===== config.mk =====
export PLATFORM = sky130hd
export DESIGN_NAME = div
export DESIGN_NICKNAME = d
export VERILOG_FILES = /design/src/rtl/div.sv
export SDC_FILE = /design/constraint.sdc
export NUM_CORES = 1
export LEC_CHECK = 0
export CORE_UTILIZATION = 40
export DETAILED_ROUTE_END_ITERATION = 12
export GPL_ROUTABILITY_DRIVEN = 0
export GPL_TIMING_DRIVEN = 1
export SLEW_MARGIN = 15
export SYNTH_ARGS = -nofsm -noshare
export SYNTH_HDL_FRONTEND = slang
export SYNTH_SLANG_ARGS = --single-unit

===== constraint.sdc =====
create_clock -name clk -period 15.3 [get_ports clk]
set_input_delay 1.53 -clock clk [delete_from_list [all_inputs] [get_ports clk]]
set_output_delay 1.53 -clock clk [all_outputs]
set_load 0.01 [all_outputs]

===== src/rtl/div.sv =====
// Multi-cycle 32-bit restoring divider for DIV/DIVU.
// It returns {remainder, quotient} together with a registered ready flag.
module div (
  input  logic        clk,
  input  logic        rst,
  input  logic        signed_div_i,
  input  logic [31:0] opdata1_i,
  input  logic [31:0] opdata2_i,
  input  logic        start_i,
  input  logic        annul_i,
  output logic [63:0] result_o,
  output logic        ready_o
);

  localparam logic [1:0] FREE   = 2'd0;
  localparam logic [1:0] BYZERO = 2'd1;
  localparam logic [1:0] ON     = 2'd2;
  localparam logic [1:0] END    = 2'd3;

  logic [1:0]  state_reg;
  logic [5:0]  cnt_reg;
  logic [64:0] work_reg;
  logic [31:0] divisor_reg;
  logic        neg_q_reg;
  logic        neg_r_reg;
  logic [63:0] result_reg;
  logic        ready_reg;

  logic        sign1;
  logic        sign2;
  logic [31:0] abs1;
  logic [31:0] abs2;
  logic [64:0] shifted;
  logic [33:0] trial;
  logic [64:0] step;
  logic [31:0] quot;
  logic [31:0] rem;
  logic [31:0] quot_fix;
  logic [31:0] rem_fix;

  // Magnitudes of the operands; 0x80000000 stays 0x80000000 and is read as unsigned.
  assign sign1 = signed_div_i & opdata1_i[31];
  assign sign2 = signed_div_i & opdata2_i[31];
  assign abs1  = sign1 ? (~opdata1_i + 32'd1) : opdata1_i;
  assign abs2  = sign2 ? (~opdata2_i + 32'd1) : opdata2_i;

  // One restoring step. A borrow out of the 34-bit trial means the subtraction failed.
  assign shifted = {work_reg[63:0], 1'b0};
  assign trial   = {1'b0, shifted[64:32]} - {2'b00, divisor_reg};
  assign step    = trial[33] ? shifted : {trial[32:0], shifted[31:1], 1'b1};

  assign quot     = step[31:0];
  assign rem      = step[63:32];
  assign quot_fix = neg_q_reg ? (~quot + 32'd1) : quot;
  assign rem_fix  = neg_r_reg ? (~rem + 32'd1) : rem;

  always_ff @(posedge clk) begin
    if (rst) begin
      state_reg   <= FREE;
      cnt_reg     <= 6'd0;
      work_reg    <= 65'd0;
      divisor_reg <= 32'd0;
      neg_q_reg   <= 1'b0;
      neg_r_reg   <= 1'b0;
      result_reg  <= 64'd0;
      ready_reg   <= 1'b0;
    end else begin
      case (state_reg)
        FREE: begin
          if (start_i && !annul_i) begin
            if (opdata2_i == 32'd0) begin
              state_reg <= BYZERO;
            end else begin
              state_reg   <= ON;
              cnt_reg     <= 6'd0;
              work_reg    <= {33'd0, abs1};
              divisor_reg <= abs2;
              neg_q_reg   <= sign1 ^ sign2;
              neg_r_reg   <= sign1;
            end
          end
        end
        BYZERO: begin
          state_reg  <= END;
          result_reg <= 64'd0;
          ready_reg  <= 1'b1;
        end
        ON: begin
          if (annul_i) begin
            state_reg <= FREE;
            cnt_reg   <= 6'd0;
          end else begin
            work_reg <= step;
            cnt_reg  <= cnt_reg + 6'd1;
            // The last step's result goes straight into the output register.
            if (cnt_reg == 6'd31) begin
              state_reg  <= END;
              result_reg <= {rem_fix, quot_fix};
              ready_reg  <= 1'b1;
            end
          end
        end
        END: begin
          if (!start_i) begin
            state_reg  <= FREE;
            cnt_reg    <= 6'd0;
            result_reg <= 64'd0;
            ready_reg  <= 1'b0;
          end
        end
        default: state_reg <= FREE;
      endcase
    end
  end

  assign result_o = result_reg;
  assign ready_o  = ready_reg;

endmodule


==> summary.md <==
| Metric | Value |
|---|---|
| Final period util | 0.376 |
| Area Overhead vs Synth | 18.3% |
| Yosys cell types | 93 |
| GRT overflow | 0 |
| Worst path required time | 15.60 ns |
| DR WL/cell | 17.9 um |
| Worst Slack Setup Final | around 9.5 ns |
| Initial Utilization | 0.407 |
| Post-Syn Area | ~12000 um2 |
| Hold Crit Endpoint | result_o[56]$_SDFFE_PP0P_ |
| CTS Buf Count | 17 |
| Setup TNS | 0 ns |
| Initial antenna violation count | 0 |
| RSZ-0062 raised after global routing | no |
| Final instance area | 13800 um2 |
| CTS tree | done |
| Worst-Margin Slew | roughly 1.1 ns |
| Hold_sp | result_o[56]$_SDFFE_PP0P_ |
| Worst-path fanout max | between 40 and 50 |
| Cells after Synth | roughly 1500 |
| FF-to-FF End | result_o[28]$_SDFFE_PP0P_ |
| Vias | ~11000 |
| Aggregate global-route resource usage | 0.240 |
| Worst path arrival time | just over 6 ns |
| Global-route wire length before repair | 57900 um |
| Tmin final | approximately 5.8 ns |
| Worst path max stage delay | ~0.66 ns |
| Post-Syn Nets | 1656 |
| Final Hold Viols | 0 |
| Pwr dens | 103 nW/um2 |
| VDD IR max | 0.0711 mV |
| Number of I/O pins | ~130 |
| Final wirelength | ~36000 um |
| Clock Tree Buf Depth | 2 |
| EDFF count, synth | 0 |
| Endpoint type of the worst setup path | flop |
| Crit Path Class | flop to flop |
| CP Buf/Inv Count | 2 |
| Max-Cap Viols | 0 |
| Main flop type after synthesis | dfxtp_1 |
| Warnings, synthesis | 0 |
| Worst clock skew | between 0.01 and 0.015 ns |
| Final Power | about 0.0014 W |
| F_max | between 150 and 200 MHz |
| Count of pins over their slew limit | 0 |
| CTS-repair resized insts | 0 |
| Synth Area per Inst | 7.56 um2 |
| Hold_buf cts | 0 |
| Post-synthesis register bit count | 171 |
| Pre-CTS setup slack | 9.25 ns |
| DR pass1 iterations | 6 |
| Fin Hold WS | roughly 0.45 ns |
| Number of global-route vias before repair | approximately 11000 |
| Die W | between 150 and 200 um |
| Clk_lat worst skew | between 0.4 and 0.5 ns |
| Synth async-reset ratio | 0 |
| Setup bufs post-CTS | 0 |
| Root Buffer | clkbuf_16 |
| Num rows | 62 |
| Crit start category | flop |
| Seq/Total Area, Yosys | 0.292 |
| Status | complete, no violations |
| Worst hold stages | 2 |
| Largest net degree at the start of global routing | 79 |
| DP HPWL | roughly 27000 um |
| Critical path cell sequence | inv_1 -> ha_1 -> a21oi_1 -> o21ai_1 -> a2111oi_0 -> o21a_1 -> nand2_4 -> inv_2 -> ha_1 -> nand2_1 -> or3_1 -> or4_1 -> or4_1 -> o41ai_2 -> xnor2_1 -> a22oi_1 -> nor2_1 |
| CP top delay family | simple AND/OR/NAND/NOR gates |
| Leakage | between 5 and 6 nW |
| Worst Reg-to-Reg Cells | 17 |
| Clock tree sinks | ~170 |
| Fill cells | around 2900 |
| Worst r2r src | divisor_reg[26]$_SDFFE_PP0P_ |
| Share of cells above drive strength 1 | 0.0565 |
| Residual DRC count | 0 |
| Post-DRT Antenna Nets | 0 |
| H-Tree Depth | 4 |
| Vias per cell | approximately 5.7 |
| Hold Crit Class | flop to flop |
| Final Setup Violations | 0 |
| Initial DRC count | 969 |
| Clock slew at reported path FFs | roughly 0.070 ns |
| Post-place instance area | 13200 um2 |
| Port Buf Inserts | about 130 |
| Relative slew margins | 0.243 |
| Slowest cell on the critical path | inv_2 |
| Core region area | 28800 um2 |
| Die H | 173 um |
| R2r setup slk | 9.55 ns |
| Nets | around 1700 |
| Die area | 29900 um2 |
| # diodes | 0 |
[how the worst max path moves through the flow]
stage	startpoint	endpoint	slack [ns]	cells after the start
CTS	divisor_reg[26]$_SDFFE_PP0P_	result_o[28]$_SDFFE_PP0P_	9.66	17
global route	work_reg[57]$_SDFFE_PP0P_	result_o[28]$_SDFFE_PP0P_	9.13	16
floorplan	work_reg[40]$_SDFFE_PP0P_	result_o[62]$_SDFFE_PP0P_	10.28	23
global placement	opdata2_i[21]	work_reg[19]$_SDFFE_PP0P_	9.30	12
finish	divisor_reg[26]$_SDFFE_PP0P_	result_o[28]$_SDFFE_PP0P_	9.55	17
detailed placement	opdata2_i[21]	work_reg[11]$_SDFFE_PP0P_	9.25	12
[cell usage after synthesis, types with 4 or more instances]
cell type | instances | area [um2]
buf_2 | 18 | 90.1
clkbuf_1 | 66 | 248
inv_1 | 49 | 184
or2_2 | 4 | 25.0
buf_1 | 7 | 26.3
o21ai_1 | 13 | 65.1
dfxtp_1 | 171 | 3420
nand3_1 | 26 | 130
o211ai_1 | 38 | 285
and2_1 | 11 | 68.8
o31ai_1 | 20 | 150
or3_1 | 24 | 150
xor2_1 | 61 | 534
and3_1 | 7 | 43.8
nor4_1 | 15 | 93.8
o21ai_0 | 79 | 395
nor2_1 | 212 | 796
nand2_1 | 180 | 676
ha_1 | 37 | 463
a22oi_1 | 43 | 323
nor2b_1 | 5 | 31.3
a211oi_1 | 40 | 300
mux2i_1 | 20 | 200
nor3_1 | 24 | 120
o21a_1 | 8 | 60.1
a21o_1 | 9 | 67.6
nand2b_1 | 8 | 50.1
o41ai_1 | 8 | 70.1
xnor2_1 | 74 | 648
a21oi_1 | 122 | 611
a31oi_1 | 32 | 200
or4_1 | 17 | 128
nand4_1 | 6 | 37.5
[per-layer routing]
| metal | share of wire | track usage |
|---|---|---|
| met5 | 0 | 0 |
| met1 | 0.45 | 0.313 |
| met4 | 0.026 | 0.0822 |
| met3 | 0.039 | 0.0319 |
| met2 | 0.48 | 0.406 |
[cell usage in the layout, fill, tap and decap left out, types with 9 or more instances in the layout]
cell and count:
nor2_1 211, nand2_1 178, dfxtp_1 171, clkdlybuf4s50_1 132
a21oi_1 121, o21ai_0 79, xnor2_1 74, xor2_1 61
inv_1 49, a22oi_1 43, a211oi_1 40, o211ai_1 38
ha_1 37, a31oi_1 32, nand3_1 26, nor3_1 24
or3_1 24, o31ai_1 20, mux2i_1 20, or4_1 17
clkbuf_16 17, nor4_1 15, o21ai_1 13, and2_1 10
buf_4 10, a21o_1 9
[cells by family (layout without fill, tap and decap cells)]
kind of cell,Yosys count,after routing,share of synthesized area
and+or+nand+nor,570,570,0.225
AOI/OAI and AO/OA,466,466,0.268
DFF,171,171,0.292
buffers and inverters,145,224,0.0507
xor gates and xnor gates,135,135,0.101
adders and majority gates,38,38,0.0413
muxes,24,24,0.0219
[cell type report]
class / count / area, um2 / share of cell area
sequential: 171 / 3420 / 0.247
clock buffer: 20 / 467 / 0.0337
inverter: 50 / 188 / 0.0136
timing repair buffer: 142 / 1400 / 0.101
multi-input combinational: 1233 / 7710 / 0.557
clock inverter: 12 / 179 / 0.0129
tap: 384 / 480 / 0.0347
[through the flow]
| step | utilization | cells |
|---|---|---|
| floorplan | - | 1549 |
| CTS | 0.481 | 2012 |
| global placement | 0.458 | 1980 |
| detailed placement | 0.458 | 1980 |
| finish | 0.481 | 2012 |
| global route | 0.481 | 2012 |
[tightest hold or removal path, cell delays in order (launching register included)]
cell and delay, ns:
dfxtp_1 0.31, nand2_1 0.05, o21ai_1 0.05
[power by group]
part | switching (W) | internal [W] | leakage, nW
Clock | 0.000209 | 0.000277 | 0.319
Sequential | 0.0000215 | 0.000464 | 1.39
Combinational | 0.000282 | 0.000167 | 3.34
Total | 0.000512 | 0.000907 | 5.04
(Power assumes the default switching activity.)
==> edit 1: new RTL, config.mk and constraints unchanged <==
One comparison of `cnt_reg` changes from == to >=.
--- a/src/rtl/div.sv
+++ b/src/rtl/div.sv
@@ -94,5 +94,5 @@
             cnt_reg  <= cnt_reg + 6'd1;
             // The last step's result goes straight into the output register.
-            if (cnt_reg == 6'd31) begin
+            if (cnt_reg >= 6'd31) begin
               state_reg  <= END;
               result_reg <= {rem_fix, quot_fix};
Check against the original RTL: no difference found for any inputs over 4 cycles, from zero or initial values and one cycle with rst high; that may be too few to reach the edited logic, so the function may still have changed.
==> edit 1 against the unedited design <==
  * Worst setup slack better by 0.21 ns
  * Area after synthesis about the same
  * Hold slack better by 0.017 ns
  * Wire length shrank 1.2%
  * Sequential cell count did not move
  * Power fell by 9.0%
  * Via count fell by 1.0%
  * Sequential share of layout area up 0.17 points
  * Final area fell by 0.68%
  * Combinational power fell by 15%
==> edit 1: results (changes against the unedited design) <==
Hold Crit Start divisor_reg[21]; FMAX 180.4 MHz (+3.8%); comb pwr 0.000380 W (-15%); slowest CP cell or4_1; Compound-Gate Fraction of Synth Area 26.53% (-0.25 points); routed len/inst 17.89 um (about the same); Commonest cells post-synth nor2_1 (254), dfxtp_1 (171), a21oi_1 (111); M1 WL 17.33 mm (+5.7%); nets 1700 (-1.3%); status finished, final reports clean; leakage power 5.034 nW (-0.17%); Tot GR Track Use 23.50% (-0.51 points); Setup WS pre-CTS 9.400 ns (+0.1496 ns); critical path's top delay family compound AO/OA/AOI/OAI gates; Post-Syn Nets 1643 (-0.79%); Initial DRC Count 764 (-21%); Peak VDD IR 0.06224 mV (-13%); ranking of synthesized cells by area dfxtp_1 (29%), nor2_1 (8.1%), xnor2_1 (6.3%); first-pass GRT wire length 56.85 mm (-1.9%); CP Capture Point result_o[26]; HPWL Detailed 26.41 mm (-2.6%); hold endpoint divisor_reg[21]; Setup crit start work_reg[47]; met2 wire length 15.70 mm (-9.1%); Synth Area in Adders 4.128% (about the same); mux cell area share after synthesis 2.706% (+0.51 points); M3 GR Usage 3.760% (+0.57 points); largest net degree at the start of global routing 89 (+13%)
edit 1: worst min-delay path, cell delays in order, from the launching register on:
cell and delay [ns]:
dfxtp_1 0.32, nand2_1 0.05, a21oi_1 0.05
edit 1: metrics by stage:
stage                     power [W]  std cells  hold slack (ns)  area (um2)
after floorplan           0.0007570       1536           0.4319       11700
after global placement    0.0008613       1958           0.4404       13170
after detailed placement  0.0008644       1958           0.4596       13170
after CTS                  0.001296       1990           0.4716       13750
after global routing       0.001357       1990           0.4865       13750
final                      0.001292       1990           0.4656       13750
edit 1: layout make-up:
cell class	instances	share of cell area [%]
inverters	53	1.447
flip-flops and latches	171	24.90
clock inverters	15	1.092
clock buffers	17	3.095
repair buffers	141	10.10
multi-input cells	1209	55.87
well taps	384	3.495
edit 1: cell families after synthesis:
family / count (synthesis)
muxes: 31
AOI/OAI and AO/OA: 454
buffers and inverters: 156
xor gates and xnor gates: 139
and+or+nand+nor: 547
adders and majority gates: 38
DFF: 171
==> edit 2: new RTL, same flow settings <==
Without the edit above. Reset style: asynchronous (`rst`), changed in one clocked block.
--- a/src/rtl/div.sv
+++ b/src/rtl/div.sv
@@ -55,5 +55,5 @@
   assign rem_fix  = neg_r_reg ? (~rem + 32'd1) : rem;
 
-  always_ff @(posedge clk) begin
+  always_ff @(posedge clk or posedge rst) begin
     if (rst) begin
       state_reg   <= FREE;
Function: differs if rst is asserted again (counterexample within 4 cycles, from zero or initial values and one cycle with rst high); with rst held inactive, the same outputs for 10 cycles.
==> edit 2 against the unedited design <==
  * Sequential power is 12% higher
  * Critical endpoint is now work_reg[31]
  * Non-clock buffer count is 4 higher
  * Clock power is 4.5% lower
  * First-iteration DRC count is 16% lower
  * Worst setup slack better by 0.63 ns
  * Wire length is 6.0% lower
  * Clock skew is 0.0041 ns higher
  * Largest cell class unchanged
  * Sequential share of layout area is 5.1 points higher
  * Via count is 3.6% lower
  * Hold slack better by 0.030 ns
  * Area after synthesis is 3.4% higher
  * Final area is 3.5% higher
  * Sequential cell count stayed put
  * Power is 1.1% higher
==> edit 2: results (changes against the unedited design) <==
H-tree lvl count 4 (unchanged); cells on worst reg2reg path 15 (-2); Seq/Total Area, Yosys 35.36% (+6.1 points); vias in the first global route 10034 (-6.1%); Tot GR Track Use 22.10% (-1.9 points); async set-reset flop share out of synthesis 100.0% (+100 points); first-pass GRT wire length 54.41 mm (-6.1%); ranking of synthesized cells by area dfrtp_1 (35%), nand2_1 (7.9%), o21ai_0 (7.8%); hold endpoint result_o[62]; largest net degree at the start of global routing 99 (+25%); postcts setup bufs 0 (unchanged); CP Max Fanout 49 (+17%); Peak VDD IR 0.08216 mV (+16%); r2r setup slk 10.19 ns (+0.64 ns); Commonest cells post-synth nand2_1 (254), o21ai_0 (188), dfrtp_1 (171); Placed Cells 1948 (-1.6%); Filler Cell Count 2888 (+0.45%); Worst EP required 15.67 ns (+0.07 ns); drt first pass iters 5 (-1); Max Clock Skew 0.01489 ns (+0.004089 ns); Slew @ Worst Pin 0.9983 ns (-0.1337 ns); min-delay worst type flip-flop to flip-flop; status finished, final reports clean; Switching Fraction 36.68% (+0.60 points); Hold Crit Start result_o[62]; Initial DRC Count 811 (-16%); share of layout cells above drive strength 1 4.714% (-0.94 points); max incr delay on CP 0.61 ns (-0.05 ns); slowest CP cell or4_1; hold path depth 2 (unchanged); mean number of vias per cell 5.581 (-2.1%); syn_area_per_cell 8.062 um2 (+6.7%); Reg-to-Reg End result_o[62]; Post-Syn Nets 1608 (-2.9%); Tcrit/Tclk final 33.46% (-4.1 points); nets 1685 (-2.1%); leakage power 5.972 nW (+18%); routed len/inst 17.10 um (-4.5%); Routed Wire Length 33.87 mm (-6.0%); HPWL Detailed 24.90 mm (-8.1%); Cell variety after synth 78 (-16%); Post-synth top flop dfrtp_1; worst reg2reg startpoint work_reg[37]
edit 2: cell count changes after synthesis, moves of 24 or more:
cell,delta
dfrtp_1,+171
dfxtp_1,-171
nor2_1,-128
o21ai_0,+109
nand2_1,+74
a22oi_1,-42
o22ai_1,+33
a211oi_1,-30
o211ai_1,-30
a21oi_1,-24
edit 2: worst max path at each step:
stage | cells past startpoint | to | start | slack (ns)
after floorplan | 1 | cnt_reg[0] | rst | 9.14
after global placement | 11 | work_reg[21] | opdata2_i[8] | 9.44
after detailed placement | 11 | work_reg[4] | opdata2_i[8] | 9.29
after CTS | 11 | work_reg[7] | opdata2_i[8] | 9.75
after global routing | 15 | result_o[62] | work_reg[37] | 9.90
final | 13 | work_reg[31] | opdata2_i[8] | 10.18
edit 2: final cells by class:
cell class,count,area (um2),area share [%]
Multi-Input combinational cell,1183,7284,50.84
Sequential cell,171,4279,29.87
Timing Repair Buffer,146,1441,10.06
Tap cell,390,488.0,3.406
Clock buffer,18,429.2,2.995
Inverter,59,226.5,1.581
Clock inverter,14,178.9,1.249
edit 2: through the flow:
stage | setup WS, ns | area (um2) | utilization, % | hold WS (ns)
6_report | 10.18 | 14330 | 48.21 | 0.4785
5_1_grt | 9.895 | 14330 | 48.21 | 0.5026
3_5_place_dp | 9.291 | 13700 | 46.10 | 0.4700
3_3_place_gp | 9.444 | 13700 | 46.10 | 0.4616
2_1_floorplan | 9.138 | 12100 | - | 0.4632
4_1_cts | 9.749 | 14310 | 48.15 | 0.4873
edit 2: layer usage:
layer  vias to the layer above  track usage, %  routed length (um)  part of all wire, %
met1                      5228           34.20               17190                   51
met4                         0           5.652                 487                  1.4
met5                         -               0                   0                    0
met3                        29           2.965                1752                  5.2
met2                       290           31.85               14440                   43
li1                       5509               -                   -                    -
edit 2: power groups by stage:
stage          sequential [W]  clock, W  combinational [W]
3_5_place_dp         0.000551         0           0.000424
5_1_grt              0.000550  0.000489           0.000479
4_1_cts              0.000542  0.000472           0.000426
3_3_place_gp         0.000549         0           0.000418
6_report             0.000543  0.000464           0.000429
2_1_floorplan        0.000532         0           0.000318
edit 2: critical path, delay by kind of cell:
family	cells	cell delay, ns
AND/OR/NAND/NOR	9	2.98
buffers and inverters	2	0.75
AO/OA/AOI/OAI	2	0.21
edit 2: cell families after synthesis:
group	share of synthesized area [%]
simple gates	19.23
fa+ha+maj	3.991
compound gates	24.22
mux	2.358
flops	35.36
xor+xnor	10.13
buf+inv	4.705
